<file path="src/rtl/mem_if_pkg.sv">
// Shared types for the tiny-SoC req/gnt memory port and the stream loader FSM.
package mem_if_pkg;

  localparam int StrbWidth = 8;

  typedef logic [31:0]          addr_t;
  typedef logic [63:0]          data_t;
  typedef logic [StrbWidth-1:0] strb_t;

  typedef enum logic [1:0] {
    S_IDLE  = 2'd0,
    S_FILL  = 2'd1,
    S_ISSUE = 2'd2,
    S_DONE  = 2'd3
  } loader_state_e;

endpackage

</file>
<file path="src/rtl/byte_lane_packer.sv">
// Collects stream bytes into one 64-bit word with per-lane strobes.
// A clear restarts the word at a chosen lane. A clear wins over a load in the same cycle.
module byte_lane_packer
  import mem_if_pkg::*;
(
  input  logic       clk_i,
  input  logic       rst_i,
  input  logic       clear_i,
  input  logic [2:0] clear_lane_i,
  input  logic       load_i,
  input  logic [7:0] byte_i,
  output logic [2:0] lane_o,
  output data_t      data_o,
  output strb_t      strb_o
);

  logic [2:0] lane_q;
  data_t      data_q;
  strb_t      strb_q;

  always_ff @(posedge clk_i) begin
    if (rst_i) begin
      lane_q <= 3'd0;
      data_q <= '0;
      strb_q <= '0;
    end else if (clear_i) begin
      lane_q <= clear_lane_i;
      data_q <= '0;
      strb_q <= '0;
    end else if (load_i) begin
      data_q[{lane_q, 3'b000} +: 8] <= byte_i;
      strb_q[lane_q]                <= 1'b1;
      lane_q                        <= lane_q + 3'd1;
    end
  end

  assign lane_o = lane_q;
  assign data_o = data_q;
  assign strb_o = strb_q;

endmodule

</file>
<file path="src/rtl/mem_stream_loader.sv">
// Turns a byte stream into 64-bit strobed writes on the req/gnt memory port.
// All outputs come from registered state, so there is no path from byte_* or mem_gnt_i to an output.
//
// state   | meaning
// S_IDLE  | waiting for start_i
// S_FILL  | accepting bytes into the current word
// S_ISSUE | write request held until granted
// S_DONE  | one-cycle done pulse
module mem_stream_loader
  import mem_if_pkg::*;
#(
  parameter int AddrWidth = 32,
  parameter int DataWidth = 64
) (
  input  logic                 clk_i,
  input  logic                 rst_i,
  input  logic                 start_i,
  input  logic [AddrWidth-1:0] base_addr_i,
  input  logic                 byte_valid_i,
  input  logic [7:0]           byte_i,
  input  logic                 byte_last_i,
  output logic                 byte_ready_o,
  output logic                 mem_req_o,
  input  logic                 mem_gnt_i,
  output logic [AddrWidth-1:0] mem_addr_o,
  output logic [DataWidth-1:0] mem_wdata_o,
  output logic [StrbWidth-1:0] mem_strb_o,
  output logic                 mem_we_o,
  output logic                 busy_o,
  output logic                 done_o,
  output logic [31:0]          words_o
);

  loader_state_e        state_q, state_d;
  logic [AddrWidth-4:0] word_addr_q;
  logic                 last_q;
  logic [31:0]          words_q;

  logic       accept, word_end, granted, start_load;
  logic [2:0] lane;
  data_t      pack_data;
  strb_t      pack_strb;

  assign start_load = (state_q == S_IDLE) && start_i;
  assign accept     = (state_q == S_FILL) && byte_valid_i;
  assign word_end   = accept && ((lane == 3'd7) || byte_last_i);
  assign granted    = (state_q == S_ISSUE) && mem_gnt_i;

  always_ff @(posedge clk_i) begin
    if (rst_i) state_q <= S_IDLE;
    else       state_q <= state_d;
  end

  always_comb begin
    state_d = state_q;
    unique case (state_q)
      S_IDLE:  if (start_i)   state_d = S_FILL;
      S_FILL:  if (word_end)  state_d = S_ISSUE;
      S_ISSUE: if (mem_gnt_i) state_d = last_q ? S_DONE : S_FILL;
      S_DONE:                 state_d = S_IDLE;
      default:                state_d = S_IDLE;
    endcase
  end

  always_comb begin
    byte_ready_o = 1'b0;
    mem_req_o    = 1'b0;
    done_o       = 1'b0;
    busy_o       = 1'b1;
    unique case (state_q)
      S_IDLE:  busy_o       = 1'b0;
      S_FILL:  byte_ready_o = 1'b1;
      S_ISSUE: mem_req_o    = 1'b1;
      S_DONE:  done_o       = 1'b1;
      default: busy_o       = 1'b0;
    endcase
  end

  // last_q follows every accepted byte; only the value at the word-ending byte matters.
  always_ff @(posedge clk_i) begin
    if (rst_i) begin
      word_addr_q <= '0;
      last_q      <= 1'b0;
      words_q     <= '0;
    end else begin
      if (start_load) begin
        word_addr_q <= base_addr_i[AddrWidth-1:3];
        last_q      <= 1'b0;
        words_q     <= '0;
      end
      if (accept) last_q <= byte_last_i;
      if (granted) begin
        word_addr_q <= word_addr_q + 1'b1;
        words_q     <= words_q + 32'd1;
      end
    end
  end

  byte_lane_packer u_packer (
    .clk_i        (clk_i),
    .rst_i        (rst_i),
    .clear_i      (start_load || granted),
    .clear_lane_i (granted ? 3'd0 : base_addr_i[2:0]),
    .load_i       (accept),
    .byte_i       (byte_i),
    .lane_o       (lane),
    .data_o       (pack_data),
    .strb_o       (pack_strb)
  );

  assign mem_we_o    = mem_req_o;
  assign mem_addr_o  = {word_addr_q, 3'b000};
  assign mem_wdata_o = pack_data;
  assign mem_strb_o  = pack_strb;
  assign words_o     = words_q;

endmodule

</file>
<file path="config.mk">
export PLATFORM = sky130hd
export DESIGN_NAME = mem_stream_loader
export DESIGN_NICKNAME = d
export VERILOG_FILES = /design/src/rtl/mem_if_pkg.sv /design/src/rtl/byte_lane_packer.sv /design/src/rtl/mem_stream_loader.sv
export SDC_FILE = /design/constraint.sdc
export NUM_CORES = 1
export LEC_CHECK = 0
export BUFFER_PORTS_ARGS = -buffer_cell sky130_fd_sc_hd__buf_2
export CORE_ASPECT_RATIO = 1.75
export CORE_MARGIN = 10
export CORE_UTILIZATION = 50
export CTS_BUF_LIST = sky130_fd_sc_hd__clkbuf_2
export DETAILED_ROUTE_END_ITERATION = 16
export HOLD_SLACK_MARGIN = 0.15
export PLACE_DENSITY = 0.75
export SLEW_MARGIN = 5
export SYNTH_ARGS = -nofsm -noshare
export SYNTH_HDL_FRONTEND = slang
export SYNTH_HIERARCHICAL = 1
export SYNTH_SLANG_ARGS = --single-unit
</file>
<file path="constraint.sdc">
create_clock -name clk_i -period 5.1 [get_ports clk_i]
set_clock_uncertainty 0.1 [all_clocks]
set_input_delay 0.255 -clock clk_i [delete_from_list [all_inputs] [get_ports clk_i]]
set_output_delay 0.255 -clock clk_i [all_outputs]
set_load 0.02 [all_outputs]
</file>
# Word-level counts from Yosys, hierarchy flattened
# Cells that the tools add are included.
# word_totals
reg_bits,139
output_inout_bits,141
elab_cells,57
# op_classes
add_sub_neg,4
order_cmp,2
n_eq_ne,7
n_shift,2
n_mux,21
bitwise,1
reduce_logical,13
# ops
op,n
$bwmux W64,1
$mux W32,2
$shift A8 B8 Y64 const A,1
$shiftx A8 B8 Y64,1
$mux W29,2
$add A32 B1 Y32 const B,1
$add A29 B1 Y29 const B,1
$mux W3,3
$mux W2,4
$neg A6 Y8,1
$or A8 B8 Y8,1
$pmux W2 S4,1
$mux W1,7
$ne A2 B2 Y1 const B,3
$reduce_bool A2 Y1,3
$logic_and A1 B1 Y1,5
$eq A2 B2 Y1 const B,2
$lt A3 B4 Y1 const B,1
$add A3 B1 Y3 const B,1
$demux W1 S3,1
$eq A3 B3 Y1 const B,1
$ge A3 B1 Y1 const B,1
$reduce_and A3 Y1,1
$eq A2 B1 Y1 const B,1
3 further kinds,4

# Depth between registers and ports, before layout
# Gate-level depths: netlist of run 1.
# logic_depth
word_depth,5
ltp_mapped,11

# By module
# The synthesis of run 1 kept the hierarchy.
# by_module_without_submodules
module,n_inst,cells_each,area_each_um2
mem_stream_loader,1,455,3542.1
byte_lane_packer,1,326,3156.8

# Worst setup path after synthesis of run 1
# No wires, ideal clock.
# synth_path
path_kind,reg2reg
startpoint,register state_q[1]
endpoint,"register u_packer.data_q[57], in the netlist u_packer/data_o[57]"
arrival_time_ns,2.131
path_slack_ns,2.745
path_stages_with_launch,12
n_path_buf,4
synth_period_minus_slack_ns,2.355
path_cell_list,dfxtp_1 -> buf_2 -> or2_2 -> nor2_1 -> nor2_1 -> inv_1 -> clkbuf_1 -> nor2_1 -> buf_2 -> buf_2 -> nand3_1 -> mux2i_1
# synth_via
elab_chain_len,4
elab_cells_between_ends,8
classes_between,2 x eq/ne; 6 x reduce/logical
# synth_rtl
item,line,text
"start, declared",mem_stream_loader.sv:34,"loader_state_e state_q, state_d;"
"start signal, assigned",mem_stream_loader.sv:51,else state_q <= state_d;
$eq A2 B2 Y1 or $logic_not A2 Y1 (tied branches),"mem_stream_loader.sv:47, mem_stream_loader.sv:44",
$logic_and A1 B1 Y1 (on tied branches),"mem_stream_loader.sv:47, mem_stream_loader.sv:44",
$logic_or A1 B1 Y1,mem_stream_loader.sv:102,".clear_i (start_load || granted),"
$reduce_or A2 Y1 (no line),-,
"end signal, assigned by index",byte_lane_packer.sv:31,"data_q[{lane_q, 3'b000} +: 8] <= byte_i;"
"end, declared",byte_lane_packer.sv:18,data_t data_q;
# Parallel ways exist; a longest one is shown, timed or not.
# A chain may end at the register's enable or synchronous reset.

# Final worst setup path of run 1
# layout_path
startpoint,register state_q[0]
endpoint,"register u_packer.data_q[31], in the netlist u_packer/data_o[31]"
# The elaborated chain is that of the path after synthesis.

==> metrics.md, run 1 <==
| Metric | Value |
|---|---|
| Worst Path Buf+Inv | 5 |
| Multiplexer fraction of the synthesized cell area | 11.69% |
| Initial cell density of the core | 51.51% |
| TritonCTS clock tree | done |
| RSZ-0062 raised after global routing | false |
| Leading cell types in the layout, fill and taps excluded | 183 x sky130_fd_sc_hd__buf_2, 139 x sky130_fd_sc_hd__dfxtp_1, 121 x sky130_fd_sc_hd__nand2_1 |
| Critical Path Slowest Stage Cell | sky130_fd_sc_hd__nor2_4 |
| DR WL/cell | 18.13 um |
| Register clock-pin slew on the reported worst setup and hold paths | 0.26 ns |
| Initial antenna violation count | 2 |
| Count of mapped cells out of synthesis | 781 |
| Top FF cell, synth | sky130_fd_sc_hd__dfxtp_1 |
| 1st-iter DRT viols | 398 |
| Depth of the most critical reg-to-reg path | 10 |
| Number of buffers added by the clock tree synthesis step | 17 |
| Slew at the pin closest to its max-slew limit | 0.9469 ns |
| GRT met1 Usage | 23.44% |
| Top Ports | 187 |
| Top fanout value on the critical path | 48 |
| Total count of hold-check failures in the final report | 0 |
| Unique masters post-synth | 62 |
| Share of flip-flops with an asynchronous set or reset after synthesis | 0% |
| Router iterations before antenna repair | 5 |
| Width of the die | 107.5 um |
| Pin count of the biggest net entering global routing | 71 |
| Remaining routing DRC violations | 0 |
| Number of vias after detailed routing | 6,821 |
| Buffers on Ports | 183 |
| Startpoint-to-endpoint class of the critical path | flop to flop |
| Static leakage power | 0.003886 uW |
| Most common library cell in the layout ignoring fill and taps | sky130_fd_sc_hd__buf_2 |
| Vias in the first global route | 6,799 |
| Postcts setup bufs | 0 |
| Synthesized area | 6699 um2 |
| Arithmetic-cell share of the synthesized area counting full adders, half adders and majority gates | 1.681% |
| Fraction of layout instances using a drive strength above 1 | 25.48% |
| Sequential element share of the synthesized area | 41.54% |
| Post-layout instance area | 8743 um2 |
| Total Neg Setup Slack | 0 ns |
| Final clock period utilization by the worst path | 73.53% |
| GR Overflow Total | 0 |
| Hold-critical path depth | 4 |
| Critical Path Max Stage Delay | 0.74 ns |
| Cell family with the largest share of critical-path delay | buffers and inverters |
| Die outline area | 18,610 um2 |
| Xor/xnor share of the synthesized area | 0.6537% |
| Avg Vias per Cell | 5.642 |
| Final net count | 1,078 |
| Number of flops mapped to enable cells by yosys | 0 |
| Crit end category | flop |
| Final worst path period need | 3.750 ns |
| Clock buffer depth | 2 |
| Register bit total from synthesis | 139 |
| Number of pins with negative max-slew slack in the final report | 0 |
| WL final | 21,920 um |
| Peak clock frequency supported by timing | 266.7 MHz |
| HP Class | primary input to flop |
| Power per unit of standard cell area | 254.8 nW/um2 |
| Global-route wire length before repair | 34,820 um |
| Most crowded layer after global routing | met2 |
| DIE HEIGHT | 173.1 um |
| Syn_area_per_cell | 8.577 um2 |
| Logic depth of the worst path, buffers included | 10 |
| Post-synthesis compound-gate area fraction | 12.18% |
| Synthesis-to-finish area growth | 30.52% |
| Main combinational cell family by area after synthesis | simple AND/OR/NAND/NOR gates |
| Data required time at the worst endpoint | 5.62 ns |
| Clock latency of the later-clocked register in the worst-skew pair | 0.69 ns |
| Peak supply drop | 0.1847 mV |
| Final setup violation count | 0 |
| Synthesis Warnings | 6 |
| Final HPWL from detailed placement | 14,870 um |
| Number of standard-cell rows in the floorplan | 55 |
| Ordered list of cells on the worst path | and3b_1, buf_4, nor2_1, inv_1, nor2_4, buf_4, nand3_1, dlygate4sd3_1, mux2i_1, dlygate4sd3_1 |
| Core ar. | 13,010 um2 |
| Depth of the CTS H-tree | 4 |
| Global-route met2 utilization | 41.13% |
| Met3 track demand over resource | 6.329% |
| GPL Wtd Cong | 0.8224 |
| Total cell area at the placement stage | 7636 um2 |
| GRT Overall Usage | 22.63% |
| Post-cts sizing count | 0 |
| Arr. time, crit path | 4.27 ns |
| Number of hold buffers added after CTS | 84 |
| Sort of element at the start of the critical path | flop |
| Max-capacitance violation count | 0 |
| Number of nets with antenna violations after detailed routing | 0 |
| Status | finished clean |
| CTS Root Buffer Type | sky130_fd_sc_hd__clkbuf_2 |
| Worst slew margin | 36.72% |
| Simple-gate portion of the synthesized area | 27.33% |
| Clk sink count | 139 |
[worst paths after layout]
kind	slack (ns)	to	start
max	1.35	u_packer/data_o[31]	state_q[0]
min	0.33	word_addr_q[22]	base_addr_i[25]
max reg2reg	1.35	u_packer/data_o[31]	state_q[0]
min reg2reg	0.37	u_packer/data_o[4]	u_packer/data_o[4]
[registers in the layout, indices dropped and copies added, names as in the netlist]
register	flops
u_packer/data_o	64
state_q	2
words_o	32
word_addr_q	29
u_packer/strb_o	8
last_q	1
u_packer/lane_o	3
[synthesized netlist by cell type, types with 12 or more instances]
| master | n | area [um2] |
|---|---|---|
| sky130_fd_sc_hd__nand3_1 | 58 | 290.3 |
| sky130_fd_sc_hd__o21ai_0 | 13 | 65.06 |
| sky130_fd_sc_hd__nor2_1 | 65 | 244.0 |
| sky130_fd_sc_hd__a21oi_1 | 47 | 235.2 |
| sky130_fd_sc_hd__mux2i_1 | 67 | 670.6 |
| sky130_fd_sc_hd__nand2_1 | 121 | 454.2 |
| sky130_fd_sc_hd__dfxtp_1 | 139 | 2783 |
| sky130_fd_sc_hd__buf_2 | 15 | 75.07 |
| sky130_fd_sc_hd__o211ai_1 | 12 | 90.09 |
| sky130_fd_sc_hd__nand4_1 | 20 | 125.1 |
| sky130_fd_sc_hd__or3_1 | 14 | 87.58 |
| sky130_fd_sc_hd__a31oi_1 | 15 | 93.84 |
| sky130_fd_sc_hd__clkbuf_1 | 31 | 116.4 |
[kinds of logic (layout without fill, tap and decap cells)]
family          count (synthesis)  after routing
fa+ha+maj                       9              9
compound gates                126            126
other cells                     1              5
simple gates                  357            357
xor+xnor                        5              5
mux                            77             77
buf+inv                        67            320
flops                         139            139
[where the power goes]
part	internal [uW]	leakage (uW)	switching, uW
logic	156	0.00261	218
registers	1120	0.00112	46.6
clock network	207	0.000153	484
[routing by layer]
layer	part of all wire [%]	vias up	wire length [um]
li1	-	3276	-
met4	2.5	0	538
met3	7.2	38	1573
met5	0	-	0
met1	37	3237	8074
met2	54	270	11730
[stage by stage]
step	utilization, %	power [uW]	cells	hold WS, ns	worst slack (ns)
after global placement	58.71	1490	1091	0.3423	2.451
after global routing	67.22	2334	1209	0.2674	1.124
after detailed placement	58.71	1493	1091	0.3484	2.391
after CTS	67.19	2239	1207	0.2637	1.413
after floorplan	-	1390	783	0.2274	2.745
final	67.22	2228	1209	0.3262	1.350
[worst register-to-register path: cells and delay by family (launching register included)]
family / cells / cell delay, ns
and+or+nand+nor: 4 / 1.21
DFF: 1 / 0.49
buffers and inverters: 5 / 1.78
muxes: 1 / 0.12
[cell type report]
class | count | area, um2
fillers | 1091 | 4263
inverters | 11 | 41.29
repair buffers | 277 | 1832
multi-input cells | 577 | 3607
clock buffers | 17 | 85.08
flip-flops and latches | 139 | 2783
clock inverters | 15 | 176.4
diodes | 2 | 5.005
well taps | 171 | 214.0
Note: power is estimated with default switching activity, not from simulation.
==> run 2, diff against run 1 <==
CORE_UTILIZATION = 49   (was 50)
PLACE_DENSITY = 0.77   (was 0.75)
clock period = 3.1 ns   (was 5.1 ns; I/O delays follow)
==> run 2 against run 1 <==
Via count rose by 5.4%. Core utilization is 1.7 points higher. Critical endpoint is now word_addr_q[8]. Die area is 1.7% higher. Sequential cell count stayed put. Final cell count rose by 3.9%. Largest cell class unchanged. Hold slack lost 0.12 ns. Global-route usage up 1.7 points. Worst setup slack worse by 1.2 ns. Combinational power grew 88%.
==> metrics.md, run 2 (same netlist as run 1, synthesis figures left out) <==
| Metric | Value |
|---|---|
| Status | finished clean |
| Static leakage power | 0.004051 uW (+4.3%) |
| Final net count | 1,123 (+4.2%) |
| Initial cell density of the core | 50.06% (-1.4 points) |
| GPL Wtd Cong | 0.8306 (+1.0%) |
| 1st-iter DRT viols | 595 (+49%) |
| Fill cell count | 1,033 (-5.3%) |
| DP Worst Slack | 0.6769 ns (-1.714 ns) |
| Avg Vias per Cell | 5.722 (+1.4%) |
| Register clock-pin slew on the reported worst setup and hold paths | 0.27 ns (about the same) |
| Power per unit of standard cell area | 415.8 nW/um2 (+63%) |
| Leading cell types in the layout, fill and taps excluded | 183 x sky130_fd_sc_hd__buf_2, 139 x sky130_fd_sc_hd__dfxtp_1, 129 x sky130_fd_sc_hd__dlygate4sd3_1 |
| Fin util | 68.95% (+1.7 points) |
| Crit end category | flop |
| Number of buffers added by the clock tree synthesis step | 17 (unchanged) |
| Buffers on Ports | 183 (unchanged) |
| Peak supply drop | 0.2987 mV (+62%) |
| Width of the die | 108.4 um (+0.82%) |
| Sw Share | 33.01% (-0.62 points) |
| Top fanout value on the critical path | 9 (-81%) |
| Number of standard-cell rows in the floorplan | 56 (+1.8%) |
| Flop pwr share | 49.7% (-2.5 points) |
| Total count of hold-check failures in the final report | 0 (unchanged) |
| Router iterations before antenna repair | 6 (+1) |
| Fraction of layout instances using a drive strength above 1 | 24.51% (-0.97 points) |
| Most common library cell in the layout ignoring fill and taps | sky130_fd_sc_hd__buf_2 |
| Final worst-path setup slack | 0.1325 ns (-1.217 ns) |
| Arr. time, crit path | 3.56 ns (-0.71 ns) |
| Synthesis-to-finish area growth | 37.75% |
| Cell family with the largest share of critical-path delay | buffers and inverters |
| Vias in the first global route | 7,034 (+3.5%) |
| Number of vias after detailed routing | 7,187 (+5.4%) |
| Slew at the pin closest to its max-slew limit | 0.7717 ns (-0.1752 ns) |
| Worst Path Buf+Inv | 2 (-3) |
| Remaining routing DRC violations | 0 (unchanged) |
| Worst-case register-to-register setup slack | 0.13 ns (-1.22 ns) |
| Critical Path Max Stage Delay | 0.60 ns (-0.14 ns) |
| Clock latency of the later-clocked register in the worst-skew pair | 0.73 ns (+0.04 ns) |
| RSZ-0062 raised after global routing | false |
| GR Overflow Total | 0 (unchanged) |
| WL final | 23,620 um (+7.8%) |
| Sort of element at the start of the critical path | flop |
| Peak clock frequency supported by timing | 337.0 MHz (+26%) |
| Startpoint-to-endpoint class of the critical path | flop to flop |
| Final clock period utilization by the worst path | 95.73% (+22 points) |
| Final HPWL from detailed placement | 14,860 um (about the same) |
| Core ar. | 13,380 um2 (+2.9%) |
| Number of nets with antenna violations after detailed routing | 0 (unchanged) |
| CTS Root Buffer Type | sky130_fd_sc_hd__clkbuf_2 |
| Clock power share | 31.9% (+0.9 points) |
| Pin count of the biggest net entering global routing | 102 (+44%) |
| TritonCTS clock tree | done |
| Global-route wire length before repair | 37,070 um (+6.4%) |
| Final setup violation count | 0 (unchanged) |
| Max-capacitance violation count | 0 (unchanged) |
| Die outline area | 18,930 um2 (+1.7%) |
| Worst slew margin | 48.56% (+12 points) |
| Critical Path Slowest Stage Cell | sky130_fd_sc_hd__dlygate4sd3_1 |
| P_sw | 1267 uW (+69%) |
| Depth of the CTS H-tree | 4 (unchanged) |
| HP Class | primary input to flop |
| Final worst path period need | 2.968 ns (-0.7826 ns) |
| GRT Overall Usage | 24.28% (+1.7 points) |
| Max FFs per register | 64 (unchanged) |
| Clk sink count | 139 (unchanged) |
| Part of the power in combinational logic | 18.4% (+1.6 points) |
| Total Neg Setup Slack | 0 ns (unchanged) |
| Number of pins with negative max-slew slack in the final report | 0 (unchanged) |
| DR WL/cell | 18.81 um (+3.7%) |
| DIE HEIGHT | 174.7 um (+0.90%) |
| Overall power of the completed layout | 3837 uW (+72%) |
| Clock buffer depth | 2 (unchanged) |
| Int Power | 2570 uW (+74%) |
| Data required time at the worst endpoint | 3.69 ns (-1.93 ns) |
| Top Ports | 187 (unchanged) |
| Initial antenna violation count | 1 (-1) |
| Ordered list of cells on the worst path | ha_1, and2_1, nand4_1, nor2_1, a21oi_1, dlygate4sd3_1, a21oi_1, dlygate4sd3_1 |
[run 2: cell types whose count changed in the layout (fill, tap and decap cells not counted)]
cell	delta
sky130_fd_sc_hd__and2_1	-1
sky130_fd_sc_hd__and2_2	+1
sky130_fd_sc_hd__buf_4	-1
sky130_fd_sc_hd__clkinv_8	-1
sky130_fd_sc_hd__buf_12	+1
sky130_fd_sc_hd__diode_2	-1
sky130_fd_sc_hd__dlygate4sd3_1	+45
sky130_fd_sc_hd__inv_8	+2
sky130_fd_sc_hd__bufinv_16	+1
sky130_fd_sc_hd__clkinv_4	-1
sky130_fd_sc_hd__inv_6	-1
[run 2: area by class of cell]
type	count	area [um2]	area share, %
Timing Repair Buffer	322	2295	24.87
Inverter	11	41.29	0.4475
Antenna cell	1	2.502	0.02712
Clock buffer	17	85.08	0.9220
Sequential cell	139	2783	30.16
Multi-Input combinational cell	577	3608	39.11
Clock inverter	15	195.2	2.115
Tap cell	174	217.7	2.359
[run 2: routing by layer]
| layer | track usage (%) | vias up | share of wire, % |
|---|---|---|---|
| met5 | 0 | - | 0 |
| met4 | 9.161 | 0 | 2.8 |
| met3 | 7.922 | 72 | 9.4 |
| met2 | 44.92 | 384 | 54 |
| met1 | 23.96 | 3364 | 34 |
| li1 | - | 3367 | - |
[run 2: timing repair]
| action | CTS | global route |
|---|---|---|
| hold buffers | 128 | 1 |
| resized for setup | 0 | 1 |
| buffers inserted | 0 | 3 |
| endpoints found under the setup margin | 0 | 4 |
| hold endpoints to repair | 133 | 2 |
[run 2: power groups by stage]
stage	logic (uW)	registers, uW	clock network, uW
2_1_floorplan	331	1960	0
3_3_place_gp	519	1930	0
3_5_place_dp	522	1930	0
4_1_cts	679	1900	1250
5_1_grt	761	1910	1310
6_report	706	1910	1220
[run 2: worst register-to-register path, stage by stage (launching register included)]
cell	delay [ns]
sky130_fd_sc_hd__dfxtp_1	0.52
sky130_fd_sc_hd__ha_1	0.29
sky130_fd_sc_hd__and2_1	0.37
sky130_fd_sc_hd__nand4_1	0.18
sky130_fd_sc_hd__nor2_1	0.13
sky130_fd_sc_hd__a21oi_1	0.05
sky130_fd_sc_hd__dlygate4sd3_1	0.58
sky130_fd_sc_hd__a21oi_1	0.15
sky130_fd_sc_hd__dlygate4sd3_1	0.60
[run 2: metrics by stage]
step | cell area (um2) | hold WS (ns) | instances
global placement | 7630 | 0.3037 | 1091
global route | 9228 | 0.1505 | 1256
detailed placement | 7630 | 0.3013 | 1091
floorplan | 6706 | 0.1274 | 783
CTS | 9191 | 0.1503 | 1251
finish | 9228 | 0.2099 | 1256
[run 2: final timing paths]
kind	start	endpoint	cells after the start
min	byte_i[7]	u_packer/data_o[31]	4
max	word_addr_q[0]	word_addr_q[8]	8
min reg2reg	u_packer/data_o[33]	u_packer/data_o[33]	2
max reg2reg	word_addr_q[0]	word_addr_q[8]	8
